===== src/rtl/icache_nway_ctlr.sv =====
// rtl/icache_nway_ctlr.sv - N-way set-associative L1 icache control FSM (hit detect, victim select, line refill)
module icache_nway_ctlr #(
   parameter int         S          = 64,
   parameter int         E          = 4,
   parameter int         B          = 4,
   parameter logic [1:0] NON_BRANCH = 2'b00
) (
   input  logic                 clk_i,
   input  logic                 reset_i,
   input  logic [$clog2(S)-1:0] set_i,
   input  logic [E-1:0]         tag_match_i,
   input  logic [E-1:0]         valid_i,
   input  logic [1:0]           pc_src_reg_i,
   input  logic [1:0]           branch_op_e_i,
   input  logic                 mem_valid_i,
   output logic                 instr_hit_f_o,
   output logic                 stall_f_o,
   output logic                 mem_req_o,
   output logic                 refill_we_o,
   output logic [E-1:0]         refill_way_o,
   output logic [$clog2(S)-1:0] refill_set_o,
   output logic [$clog2(B)-1:0] refill_word_o,
   output logic                 refill_last_o
);

   localparam int LOG_S = $clog2(S);
   localparam int LOG_E = $clog2(E);
   localparam int LOG_B = $clog2(B);

   typedef enum logic [1:0] {ST_IDLE, ST_BR_WAIT, ST_REFILL} state_t;

   state_t           r_state;
   state_t           w_state_nxt;
   logic [E-2:0]     r_plru [S];
   logic [LOG_S-1:0] r_set;
   logic [LOG_E-1:0] r_way;
   logic [E-1:0]     r_way_oh;
   logic [LOG_B-1:0] r_beat;
   logic [LOG_B-1:0] r_word;

   logic [E-1:0]     w_hit_vec;
   logic             w_hit;
   logic [LOG_E-1:0] w_hit_way;
   logic             w_has_inv;
   logic [LOG_E-1:0] w_inv_way;
   logic [LOG_E-1:0] w_victim;
   logic [E-1:0]     w_victim_oh;
   logic             w_latch;
   logic             w_beat;
   logic             w_last;
   logic             w_unused;

   // Tree walk from the root: a 0 bit steps toward the lower-index half, a 1 bit toward the upper half.
   function automatic logic [LOG_E-1:0] plru_victim(input logic [E-2:0] bits);
      int               node;
      logic             b;
      logic [LOG_E-1:0] way;
      node = 0;
      way  = '0;
      for (int l = 0; l < LOG_E; l++) begin
         b    = bits[LOG_E'(node)];
         way  = LOG_E'({way, b});
         node = 2 * node + 1 + int'(b);
      end
      return way;
   endfunction

   // Rewrite every node on the path to the given way so it points into the opposite subtree.
   function automatic logic [E-2:0] plru_touch(input logic [E-2:0] bits, input logic [LOG_E-1:0] way);
      logic [E-2:0]     res;
      logic [LOG_E-1:0] dir;
      int               node;
      res = bits;
      for (int l = 0; l < LOG_E; l++) begin
         node = (1 << l) - 1 + int'(way >> (LOG_E - l));
         dir  = way >> (LOG_E - 1 - l);
         res[LOG_E'(node)] = ~dir[0];
      end
      return res;
   endfunction

   assign w_hit_vec = tag_match_i & valid_i;
   assign w_hit     = |w_hit_vec;
   assign w_unused  = pc_src_reg_i[0];

   // Lowest-index hit way and lowest-index invalid way; the PLRU tree only decides when the set is full.
   always_comb begin
      w_hit_way = '0;
      w_inv_way = '0;
      w_has_inv = 1'b0;
      for (int i = E - 1; i >= 0; i--) begin
         if (w_hit_vec[i]) begin
            w_hit_way = LOG_E'(i);
         end
         if (!valid_i[i]) begin
            w_inv_way = LOG_E'(i);
            w_has_inv = 1'b1;
         end
      end
      w_victim    = w_has_inv ? w_inv_way : plru_victim(r_plru[set_i]);
      w_victim_oh = E'(1) << w_victim;
   end

   assign w_beat = (r_state == ST_REFILL) && mem_valid_i;
   assign w_last = w_beat && (r_beat == LOG_B'(B - 1));

   // Next state; a miss waits one cycle behind an unresolved branch, and a started refill always completes.
   always_comb begin
      w_state_nxt = r_state;
      w_latch     = 1'b0;
      case (r_state)
         ST_IDLE: begin
            if (!w_hit && !pc_src_reg_i[1]) begin
               if (branch_op_e_i != NON_BRANCH) begin
                  w_state_nxt = ST_BR_WAIT;
               end else begin
                  w_state_nxt = ST_REFILL;
                  w_latch     = 1'b1;
               end
            end
         end
         ST_BR_WAIT: begin
            if (pc_src_reg_i[1]) begin
               w_state_nxt = ST_IDLE;
            end else begin
               w_state_nxt = ST_REFILL;
               w_latch     = 1'b1;
            end
         end
         ST_REFILL: begin
            if (w_last) begin
               w_state_nxt = ST_IDLE;
            end
         end
         default: w_state_nxt = ST_IDLE;
      endcase
   end

   // State register.
   always_ff @(posedge clk_i or posedge reset_i) begin
      if (reset_i) begin
         r_state <= ST_IDLE;
      end else begin
         r_state <= w_state_nxt;
      end
   end

   // Refill target capture and beat counter; r_word keeps the last written offset visible after the line.
   always_ff @(posedge clk_i or posedge reset_i) begin
      if (reset_i) begin
         r_set    <= '0;
         r_way    <= '0;
         r_way_oh <= '0;
         r_beat   <= '0;
         r_word   <= '0;
      end else begin
         if (w_latch) begin
            r_set    <= set_i;
            r_way    <= w_victim;
            r_way_oh <= w_victim_oh;
         end
         if (w_beat) begin
            r_word <= r_beat;
            r_beat <= r_beat + 1'b1;
         end
      end
   end

   // PLRU state: touched by a fetch hit in IDLE, or by the way a refill just completed.
   always_ff @(posedge clk_i or posedge reset_i) begin
      if (reset_i) begin
         for (int s = 0; s < S; s++) begin
            r_plru[s] <= '0;
         end
      end else if ((r_state == ST_IDLE) && w_hit) begin
         r_plru[set_i] <= plru_touch(r_plru[set_i], w_hit_way);
      end else if (w_last) begin
         r_plru[r_set] <= plru_touch(r_plru[r_set], r_way);
      end
   end

   assign instr_hit_f_o = (r_state == ST_IDLE) && w_hit;
   assign stall_f_o     = ((r_state == ST_IDLE) && !w_hit && !pc_src_reg_i[1]) ||
                          (r_state == ST_BR_WAIT) || (r_state == ST_REFILL);
   assign mem_req_o     = (r_state == ST_REFILL);
   assign refill_we_o   = w_beat;
   assign refill_last_o = w_last;
   assign refill_way_o  = r_way_oh;
   assign refill_set_o  = r_set;
   assign refill_word_o = (r_state == ST_REFILL) ? r_beat : r_word;

   a_tag_onehot: assert property (@(posedge clk_i) disable iff (reset_i) $onehot0(tag_match_i));

endmodule


===== config.mk =====
export PLATFORM = sky130hd
export DESIGN_NAME = icache_nway_ctlr
export DESIGN_NICKNAME = d
export VERILOG_FILES = /design/src/rtl/icache_nway_ctlr.sv
export SDC_FILE = /design/constraint.sdc
export NUM_CORES = 1
export LEC_CHECK = 0
export ABC_AREA = 1
export BUFFER_PORTS_ARGS = -buffer_cell sky130_fd_sc_hd__buf_2
export CAP_MARGIN = 0
export CORE_ASPECT_RATIO = 0.9
export CORE_MARGIN = 4
export CORE_UTILIZATION = 63
export CTS_CLUSTER_DIAMETER = 120
export DETAILED_ROUTE_END_ITERATION = 10
export PLACE_DENSITY = 0.89
export SYNTH_ARGS = -nofsm -noshare
export SYNTH_HDL_FRONTEND = slang
export SYNTH_SLANG_ARGS = --single-unit

===== constraint.sdc =====
create_clock -name clk_i -period 9.9 [get_ports clk_i]
set_input_delay 2.97 -clock clk_i [delete_from_list [all_inputs] [get_ports clk_i]]
set_output_delay 2.97 -clock clk_i [all_outputs]
set_load 0.01 [all_outputs]

=== Word-level counts from Yosys, hierarchy flattened ===
Index checks and enable logic that the tools add are counted.

* Flip-flop bits (word level): 210
* Latch bits: 0
* Bits in writable memories: 0
* Bits in read-only memories: 0
* Input bits: 21
* Output and inout port bits: 17
* Word-level logic and storage cells: 161
* Memories kept: 0

* Add/subtract/negate cells: 4
* Multipliers: 0
* Divide/modulo/power cells: 0
* $lt $le $gt $ge: 9
* Equal/unequal tests: 5
* Shift operators: 1
* Multiplexer cells: 46
* Bitwise operators: 7
* Reductions and logical operators: 19

{| class="wikitable"
|+ Operators by type and width
! cell !! count
|-
| 192-bit bitwise mux || 2
|-
| 192-bit two-way mux || 2
|-
| 3-bit binary-select mux with 6-bit select || 2
|-
| 3-bit demux with 6-bit select || 2
|-
| 2-bit two-way mux || 14
|-
| 3-bit two-way mux || 6
|-
| 7-bit greater-or-equal comparator, second input constant || 2
|-
| 7-bit by 1-bit < comparator with 1-bit output, second input constant || 2
|-
| 6-bit NOT with 7-bit output || 2
|-
| 2-bit by 4-bit < comparator with 1-bit output, second input constant || 3
|-
| 1-bit two-way mux || 11
|-
| 1-bit logical AND || 10
|-
| 1-bit by 1-bit adder with 2-bit output, first input constant || 3
|-
| 3-bit bitwise mux || 2
|-
| 2-bit case mux with 3 select lines || 1
|-
| 4-bit AND || 1
|-
| 1-bit demux with 2-bit select || 2
|-
| 2-bit == test, second input constant || 2
|-
| 2-bit by 1-bit greater-or-equal comparator with 1-bit output, second input constant || 2
|-
| 1-bit NOT || 4
|-
| 2-bit nonzero test || 2
|-
| 4-bit OR reduction || 1
|-
| 1-bit by 2-bit left shift with 4-bit output, first input constant || 1
|-
| 2-bit by 1-bit adder with 2-bit output, second input constant || 1
|-
| 9 further kinds || 11
|}

=== Longest topological paths before layout ===
Gate-level depths: netlist of the first run.

* Depth after elaboration: 13
* Gate-level depth with buffers: 17
* Gate-level depth less buffers: 15

=== Worst setup path after synthesis of the first run ===
No wires, ideal clock.

* Path kind: input to output
* Start point: in mem_valid_i
* End point: out refill_last_o
* Arrival: 3.908 ns
* Data required time: 6.930 ns
* Path slack: 3.022 ns
* Stages: 6
* Buffers on the path: 2
* Path through: nand2_1 > inv_1 > nand2_1 > inv_1 > buf_2 > buf_2

* Word-level cells in the longest chain between the ends: 2

{| class="wikitable"
|+ RTL lines
! element !! line !! RTL
|-
| start: declaration || 15 || <nowiki>input logic mem_valid_i,</nowiki>
|-
| 1-bit logical AND || 104 || <nowiki>assign w_beat = (r_state == ST_REFILL) && mem_valid_i;</nowiki>
|-
| named net refill_we_o || 19 || <nowiki>output logic refill_we_o,</nowiki>
|-
| 1-bit logical AND || 105 || <nowiki>assign w_last = w_beat && (r_beat == LOG_B'(B - 1));</nowiki>
|-
| end: declaration || 23 || <nowiki>output logic refill_last_o</nowiki>
|}

The timed path passes the listed nets, and every way through them passes these cells.

=== Final worst setup path of the first run ===
* Start point: in mem_valid_i
* End point: out refill_last_o

* Word-level cells in the longest chain between the ends: 2

{| class="wikitable"
|+ RTL lines
! element !! line
|-
| 1-bit logical AND || 104
|-
| 1-bit logical AND || 105
|}

No other way between the ends.

==> results of run 1 <==
## logic make-up after synthesis
| family | Yosys count | synth area share, % |
|---|---|---|
| flops | 210 | 40.38 |
| fa+ha+maj | 1 | 0.09613 |
| simple gates | 1064 | 33.98 |
| compound gates | 238 | 11.98 |
| xor+xnor | 1 | 0.06731 |
| buf+inv | 432 | 13.50 |
## critical path, stage by stage
cell	delay, ns
buf_2	0.10
nand2_1	0.16
inv_1	0.11
nand2_1	0.28
clkinv_2	0.67
buf_2	0.38
## Yosys cell counts (all sizes together)
cell     instances
a21boi           1
buf             61
clkinv           1
clkbuf          94
or2             11
a22oi            6
nand3          217
o32ai            1
a31oi            5
dfrtp          210
ha               1
nand2          610
nand3b           2
o221ai          36
o211ai          70
a2bb2oi          1
o21bai           1
xor2             1
inv            276
nor3            15
o21ai           87
and3             1
nor2           192
nand4           16
o22ai            6
a21oi           24
## sequential cells by signal, summed over array words and instances, names as in the netlist
signal        cells
r_plru          192
refill_set_o      6
refill_way_o      4
r_beat            2
r_state           2
r_way             2
r_word            2
## per-stage QoR
| stage | utilization (%) | instance area, sq um |
|---|---|---|
| 6_report | 68.45 | 13810 |
| 5_1_grt | 68.43 | 13800 |
| 4_1_cts | 68.41 | 13800 |
| 3_5_place_dp | 64.30 | 12970 |
| 3_3_place_gp | 64.30 | 12970 |
| 2_1_floorplan | - | 13010 |
## layer usage
layer / track usage, % / up-vias
li1: - / 6021
met1: 46.14 / 5987
met2: 53.00 / 1006
met3: 10.54 / 234
met4: 19.63 / 0
met5: 0 / -
## final timing paths
path	from	endpoint	slack, ns	cells after the start
worst min register to register	r_plru[146]$_DFFE_PP0P_	r_plru[146]$_DFFE_PP0P_	0.37	0
worst max register to register	refill_set_o[2]$_DFFE_PP0P_	r_plru[13]$_DFFE_PP0P_	5.02	14
max in group asynchronous	reset_i	r_plru[150]$_DFFE_PP0P_	5.67	3
min in group asynchronous	reset_i	r_plru[164]$_DFFE_PP0P_	2.63	2
worst max-delay path	mem_valid_i	refill_last_o	2.25	6
worst min-delay path	r_plru[146]$_DFFE_PP0P_	r_plru[146]$_DFFE_PP0P_	0.37	0
## report_power, final
group          switching [W]  internal [W]  leakage (nW)  total [W]
clock network       0.000379      0.000553         0.422   0.000932
registers           0.000161       0.00110          2.79    0.00126
logic               0.000903      0.000355          3.52    0.00126
total                0.00144       0.00201          6.73    0.00345
## area by class of cell
cell class              instances  area, sq um
clock buffers                  35        753.2
repair buffers                 57        340.3
multi-input cells            1304         6007
flip-flops and latches        210         5255
diodes                          3        7.507
well taps                     255        319.1
clock inverters                 9        76.32
fillers                      1645         6364
inverters                     277         1049
==> results, run 1 <==
- Counting flops and latches in the post-synthesis netlist gives 210.
- The final-report max-slew violation count is 0.
- The wire length on met1 is 15.16 mm.
- STA classifies the critical path startpoint as a primary input.
- Setup violations remaining at the end of the flow were counted as 0.
- Using the TritonRoute via totals, the vias-per-cell ratio works out to 6.162.
- The number of failing hold endpoints at the final stage is 0.
- The met3 layer wire length in the routed design is 6.293 mm.
- The count of cells resized by post-cts repair is 0.
- The flow ran to the end, and the final reports show no timing, DRC or antenna violations.
- In this run the mean area of a mapped cell was 6.687 sq um.
- Leaving out filler cells and counting taps, the final layout contains 2,150.
- The library cell used most frequently in the layout, excluding fill and tap cells, is nand2_1.
- The total congestion overflow after global routing is 0.
- The path type of the worst min-delay path is reg -> reg.
- The worst setup path is captured at an output pin.
- For this block, the via count after detailed routing is 13,250.
- Once detail routing completed, the nets flagged for antenna violations numbered 0.
- The total routing usage reported by global routing is 35.23%.
- The accumulated negative setup slack is 0 ns.
- At the end of routability-driven placement, the weighted congestion stood at 0.9913.
- In the synthesized netlist, the number of instances is 1,946.
- The critical path is of the in -> out type.
- The TritonCTS clock tree is built.
- The max-cap violation count is 0.
- The analysis attributes to cell leakage a power of 6.732 nW.
- The setup fix buffers added after clock tree synthesis is 0.
- The routed wire length per instance is 19.06 um.
- The number of iterations in the first detailed-routing pass is 6.
- From bottom edge to top edge, the die measures 144.4 um.
- The count of standard-cell rows is 49.
- The number of sinks on the clock net is 210.
- The via count of the first global-routing pass is 12,520.
- The worst clock skew is 0.02192 ns.
- CTS built an H-tree with a depth of 1.
- Once the floorplan was initialized, standard cells occupied 64.52% of the core.
- The final critical path takes up 77.28% of the cycle.
- After the last flow step, the layout net total stands at 1,896.
- The transition at the pin with the smallest max-transition slack is 1.286 ns.
- After layout, the minimum clock period comes to 7.651 ns.
- The maximum resistive drop on vdd is 209.9 uV.
- For this design the ratio of total power to cell area is 250.0 nW/um^2.
- The highest metal layer carrying signal wires in the routed design is met4.
- The total of warnings raised by yosys is 0.
- Static timing analysis puts the maximum clock frequency at 130.7 MHz.
- The cell taking the most area after synthesis is dfrtp_1.
- Sorting the synthesized cells by area gives the leading types as dfrtp_1, nand2_1, nand3_1.
- The first global-routing pass estimated 64.73 mm of wire.
- Hold timing on the final database bottoms out at a slack of 0.3733 ns.
- Sequential cells were found to cover 40.38% of the synthesized design area.
- The maximum net fanout on the critical path is 49.
- Of the post-synthesis cell area, the dominant cell type holds 40.38%.
- The number of distinct standard cells referenced by the synthesized netlist is 37.
- The CTS root buffer is clkbuf_16.
- TritonCTS created 24 clock buffers.
- The horizontal die dimension is 159.5 um.
- The number of placed instances, taps included is 2,103.
- The library cells used most frequently in the layout, excluding fill and tap cells, are nand2_1, inv_1, nand3_1.
- The largest net degree at the start of global routing is 135.
- Total power for the finished layout comes to 0.003452 W.
- The share of post-route cells with drive strength above 1 is 7.452%.
- The number of input and output port buffers inserted is 36.
- After layout, the worst setup slack is 2.249 ns.
- The number of remaining DRC errors is 0.
- From synthesis to final layout, the design area changed by 6.096%.
- The net count of the mapped netlist is 1,968.
- The area of the placeable core is 20,170 sq um.
- The clock slew seen by the registers of the worst setup and hold paths is 0.06 ns.
- During I/O placement, the number of pins put on the boundary was 38.
- The number of antenna violations at the first check in global routing came to 3.
- The overall routed net length is 40.97 mm.
- The pre-CTS setup slack is 2.307 ns.
- The data arrival time of the critical path is 4.68 ns.
- The detailed route wirelength on metal2 is 16.89 mm.
- The data required time at the worst endpoint is 6.93 ns.
- The clock insertion delay at the later pin of the skew report is 0.54 ns.
- The HPWL after detailed placement is 25.21 mm.
- The die area is 23,020 sq um.
- The combined area of all synthesized cells is 13,010 sq um.
- Headroom to the max-slew limit came out at 14.02%.
- The iteration-0 DRC count of the detailed router is 2,117.
- Setup repair after global routing left no endpoint under its margin.
- The worst-case clock buffer depth is 3.
- The quantity of hold-fixing buffers added after cts is 0.
No activity file was read; power rests on OpenSTA's default activity.
==> run 2, diff against run 1 <==
Clock period 9.9 ns to 7.1 ns, I/O delays scaled along.
==> run 2 against run 1 <==
- clock-buffer cell count decreased by 1
- non-clock buffer count decreased by 1
- critical endpoint is now instr_hit_f_o
- critical path depth is the same
- die area did not move
- clock skew fell by 0.014 ns
- power is 35% higher
==> results, run 2 (synthesis results as in run 1) <==
- The most frequent cell on the critical path is buf_2.
- The critical path's largest stage delay is 0.49 ns (-0.18 ns).
- The power density of the placed cells is 340.6 nW/um^2 (+36%).
- The height of the die was 144.4 um (unchanged).
- The maximum net fanout on the critical path is 7 (-86%).
- The tightest min-delay check is of the reg -> reg type.
- The critical path's slowest cell is nor2_2.
- The number of antenna violations at the first check in global routing came to 4 (+1).
- The iteration-0 DRC count of the detailed router was 2,206 (+4.2%).
- The total congestion overflow after global routing is 0 (unchanged).
- The worst-case clock buffer depth is 3 (unchanged).
- The tightest slew margin relative to the limit is 18.52% (+4.5 points).
- The top-level port count is 38 (unchanged).
- TritonCTS built the clock tree.
- The number of failing hold endpoints at the final stage was 0 (unchanged).
- The final-report max-slew violation count is 0 (unchanged).
- The initial cell density of the core is 64.52% (unchanged).
- The number of flip-flops under the largest register name came to 192 (unchanged).
- The H-tree level count is 1 (unchanged).
- The number of buffers created by CTS was 22 (-8.3%).
- The count of endpoints failing setup in the final report came to 0 (unchanged).
- The leakage power summed over all cells is 6.655 nW (-1.2%).
- The clock insertion delay at the later pin of the skew report is 0.52 ns (-0.02 ns).
- The worst setup path is captured at an output pin.
- The tree is rooted in a clkbuf_16.
- The count of cells resized by post-cts repair came to 0 (unchanged).
- The routed wire length per instance is 19.02 um (-0.21%).
- The net switching power is 0.001993 W (+38%).
- The worst setup slack after layout is 1.720 ns (-0.5290 ns).
- The number of sinks on the clock net is 210 (unchanged).
- The portion of total power attributed to the clock network is 24.3% (-2.7 points).
- STA classifies the critical path startpoint as a primary input.
- Derived from the worst setup path, the maximum achievable clock frequency is 185.9 MHz.
- The number of placed instances, taps included is 2,102 (-0.048%).
- The count of standard-cell rows is 49 (unchanged).
- The library cell used most frequently in the layout, excluding fill and tap cells, is nand2_1.
- The clock slew seen by the registers of the worst setup and hold paths was 0.06 ns (about the same).
- The largest net degree at the start of global routing is 210 (+56%).
- The setup fix buffers added after clock tree synthesis is 0 (unchanged).
- The number of remaining DRC errors is 0 (unchanged).
- The type of the worst setup path is in -> out.
- The data arrival time of the critical path is 3.25 ns (-1.43 ns).
- The placer's final routability congestion estimate is 1.011 (+2.0%).
- The fraction of power spent switching nets is 42.79% (+0.98 points).
- In the finished design, the share of the clock period the worst path needs comes to 75.77%.
- The register with the highest flop count is r_plru.
- The via count normalized by instance count was 6.206 (+0.72%).
- The total routing usage reported by global routing came to 34.91% (-0.32 points).
- The number of iterations in the first detailed-routing pass is 6 (unchanged).
- The number of input and output port buffers inserted came to 36 (unchanged).
- The via count of the first global-routing pass is 12,570 (+0.41%).
- The non-filler instance count after layout is 2,144 (-0.28%).
- The die area was 23,020 sq um (unchanged).
- The area of the placeable core is 20,170 sq um (unchanged).
- The accumulated negative setup slack is 0 ns (unchanged).
- The signal on the critical path passes through buf_2 -> inv_1 -> o22ai_1 -> nor2_1 -> nor2_2 -> buf_2.
- The share of post-route cells with drive strength above 1 is 6.942% (-0.51 points).
- The horizontal die dimension is 159.5 um (unchanged).
- Setup repair after global routing left no endpoint under its margin.
- The HPWL after detailed placement came to 25.65 mm (+1.7%).
- The flow ran to the end, and the final reports show no timing, DRC or antenna violations.
- The portion of total power attributed to combinational logic is 37.4% (+1.0 points).
- The worst path needs 5.380 ns of the cycle, external delays included.
- The total via count in the routed design is 13,310 (+0.44%).
- The overall routed net length came to 40.77 mm (-0.49%).
- The relative contribution of sequential cells to total power was 38.2% (+1.6 points).
- The max-cap violation count is 0 (unchanged).
- The quantity of hold-fixing buffers added after cts was 0 (unchanged).
- The maximum resistive drop on vdd is 305.0 uV (+45%).
- The worst clock skew is 0.007706 ns (-0.01422 ns).
- The global-route wire length before repair is 64.12 mm (-0.94%).
- The pre-CTS setup slack is 1.755 ns (-0.5523 ns).
- The library cells used most frequently in the layout, excluding fill and tap cells, are nand2_1, inv_1, nand3_1.
- Relative to the synthesized area, the layout overhead comes to 5.096%.
- The data required time at the worst endpoint came to 4.97 ns (-1.96 ns).
- The number of nets in the final layout was 1,893 (-0.16%).
- The residual antenna-violating net count after detailed routing is 0 (unchanged).
- The internal portion of total power is 0.002665 W (+33%).
- The transition at the pin with the smallest max-transition slack is 1.219 ns (-0.06739 ns).
==> run 2: cell types whose count changed in the layout (fill, tap and decap cells not counted), moves of 2 or more <==
cell	change
inv_8	-2
clkbuf_16	-3
clkbuf_1	+5
buf_4	-2
clkinv_2	-3
clkbuf_8	-3
==> run 2: final cells by class <==
| cell class | instances | area, sq um |
|---|---|---|
| Inverter | 277 | 1045 |
| Tap cell | 255 | 319.1 |
| Fill cell | 1620 | 6494 |
| Clock inverter | 6 | 45.04 |
| Clock buffer | 34 | 655.6 |
| Timing Repair Buffer | 56 | 345.3 |
| Sequential cell | 210 | 5255 |
| Antenna cell | 2 | 5.005 |
| Multi-Input combinational cell | 1304 | 6007 |
==> run 2: worst paths after layout <==
kind | start | to | slack (ns) | depth (start not counted)
max reg2reg | refill_set_o[0]$_DFFE_PP0P_ | r_plru[58]$_DFFE_PP0P_ | 3.21 | 13
min in group asynchronous | reset_i | r_plru[152]$_DFFE_PP0P_ | 1.48 | 2
min | r_plru[17]$_DFFE_PP0P_ | r_plru[17]$_DFFE_PP0P_ | 0.37 | 0
max in group asynchronous | reset_i | r_plru[115]$_DFFE_PP0P_ | 4.30 | 3
max | valid_i[3] | instr_hit_f_o | 1.72 | 6
min reg2reg | r_plru[17]$_DFFE_PP0P_ | r_plru[17]$_DFFE_PP0P_ | 0.37 | 0
==> run 2: metrics by stage <==
step                      total power, W  hold slack, ns  util (%)  instance area, sq um
after floorplan                 0.002913          0.4211         -                 13020
after global placement          0.003371          0.3571     64.31                 12970
after detailed placement        0.003437          0.3618     64.31                 12970
after CTS                       0.004567          0.3753     67.78                 13670
after global routing            0.004884          0.3819     67.79                 13670
final                           0.004658          0.3704     67.81                 13680
==> run 2: per-layer routing <==
metal	global-route usage, %	wire (um)	share of wire (%)
met3	13.02	6462	16
met1	44.36	14590	36
met2	51.52	16750	41
met4	20.64	2943	7.2
met5	0	27	0.066
==> run 2: power groups by stage <==
stage	Sequential [W]	Clock (W)	Combinational, W
2_1_floorplan	0.00171	0	0.00121
3_3_place_gp	0.00177	0	0.00160
3_5_place_dp	0.00178	0	0.00166
4_1_cts	0.00177	0.00114	0.00167
5_1_grt	0.00181	0.00118	0.00189
6_report	0.00178	0.00113	0.00174
==> run 2: critical path, delay by kind of cell <==
| kind | cells | cell delay, ns |
|---|---|---|
| AOI/OAI and AO/OA | 1 | 0.18 |
| buffers and inverters | 3 | 0.37 |
| and+or+nand+nor | 2 | 0.56 |
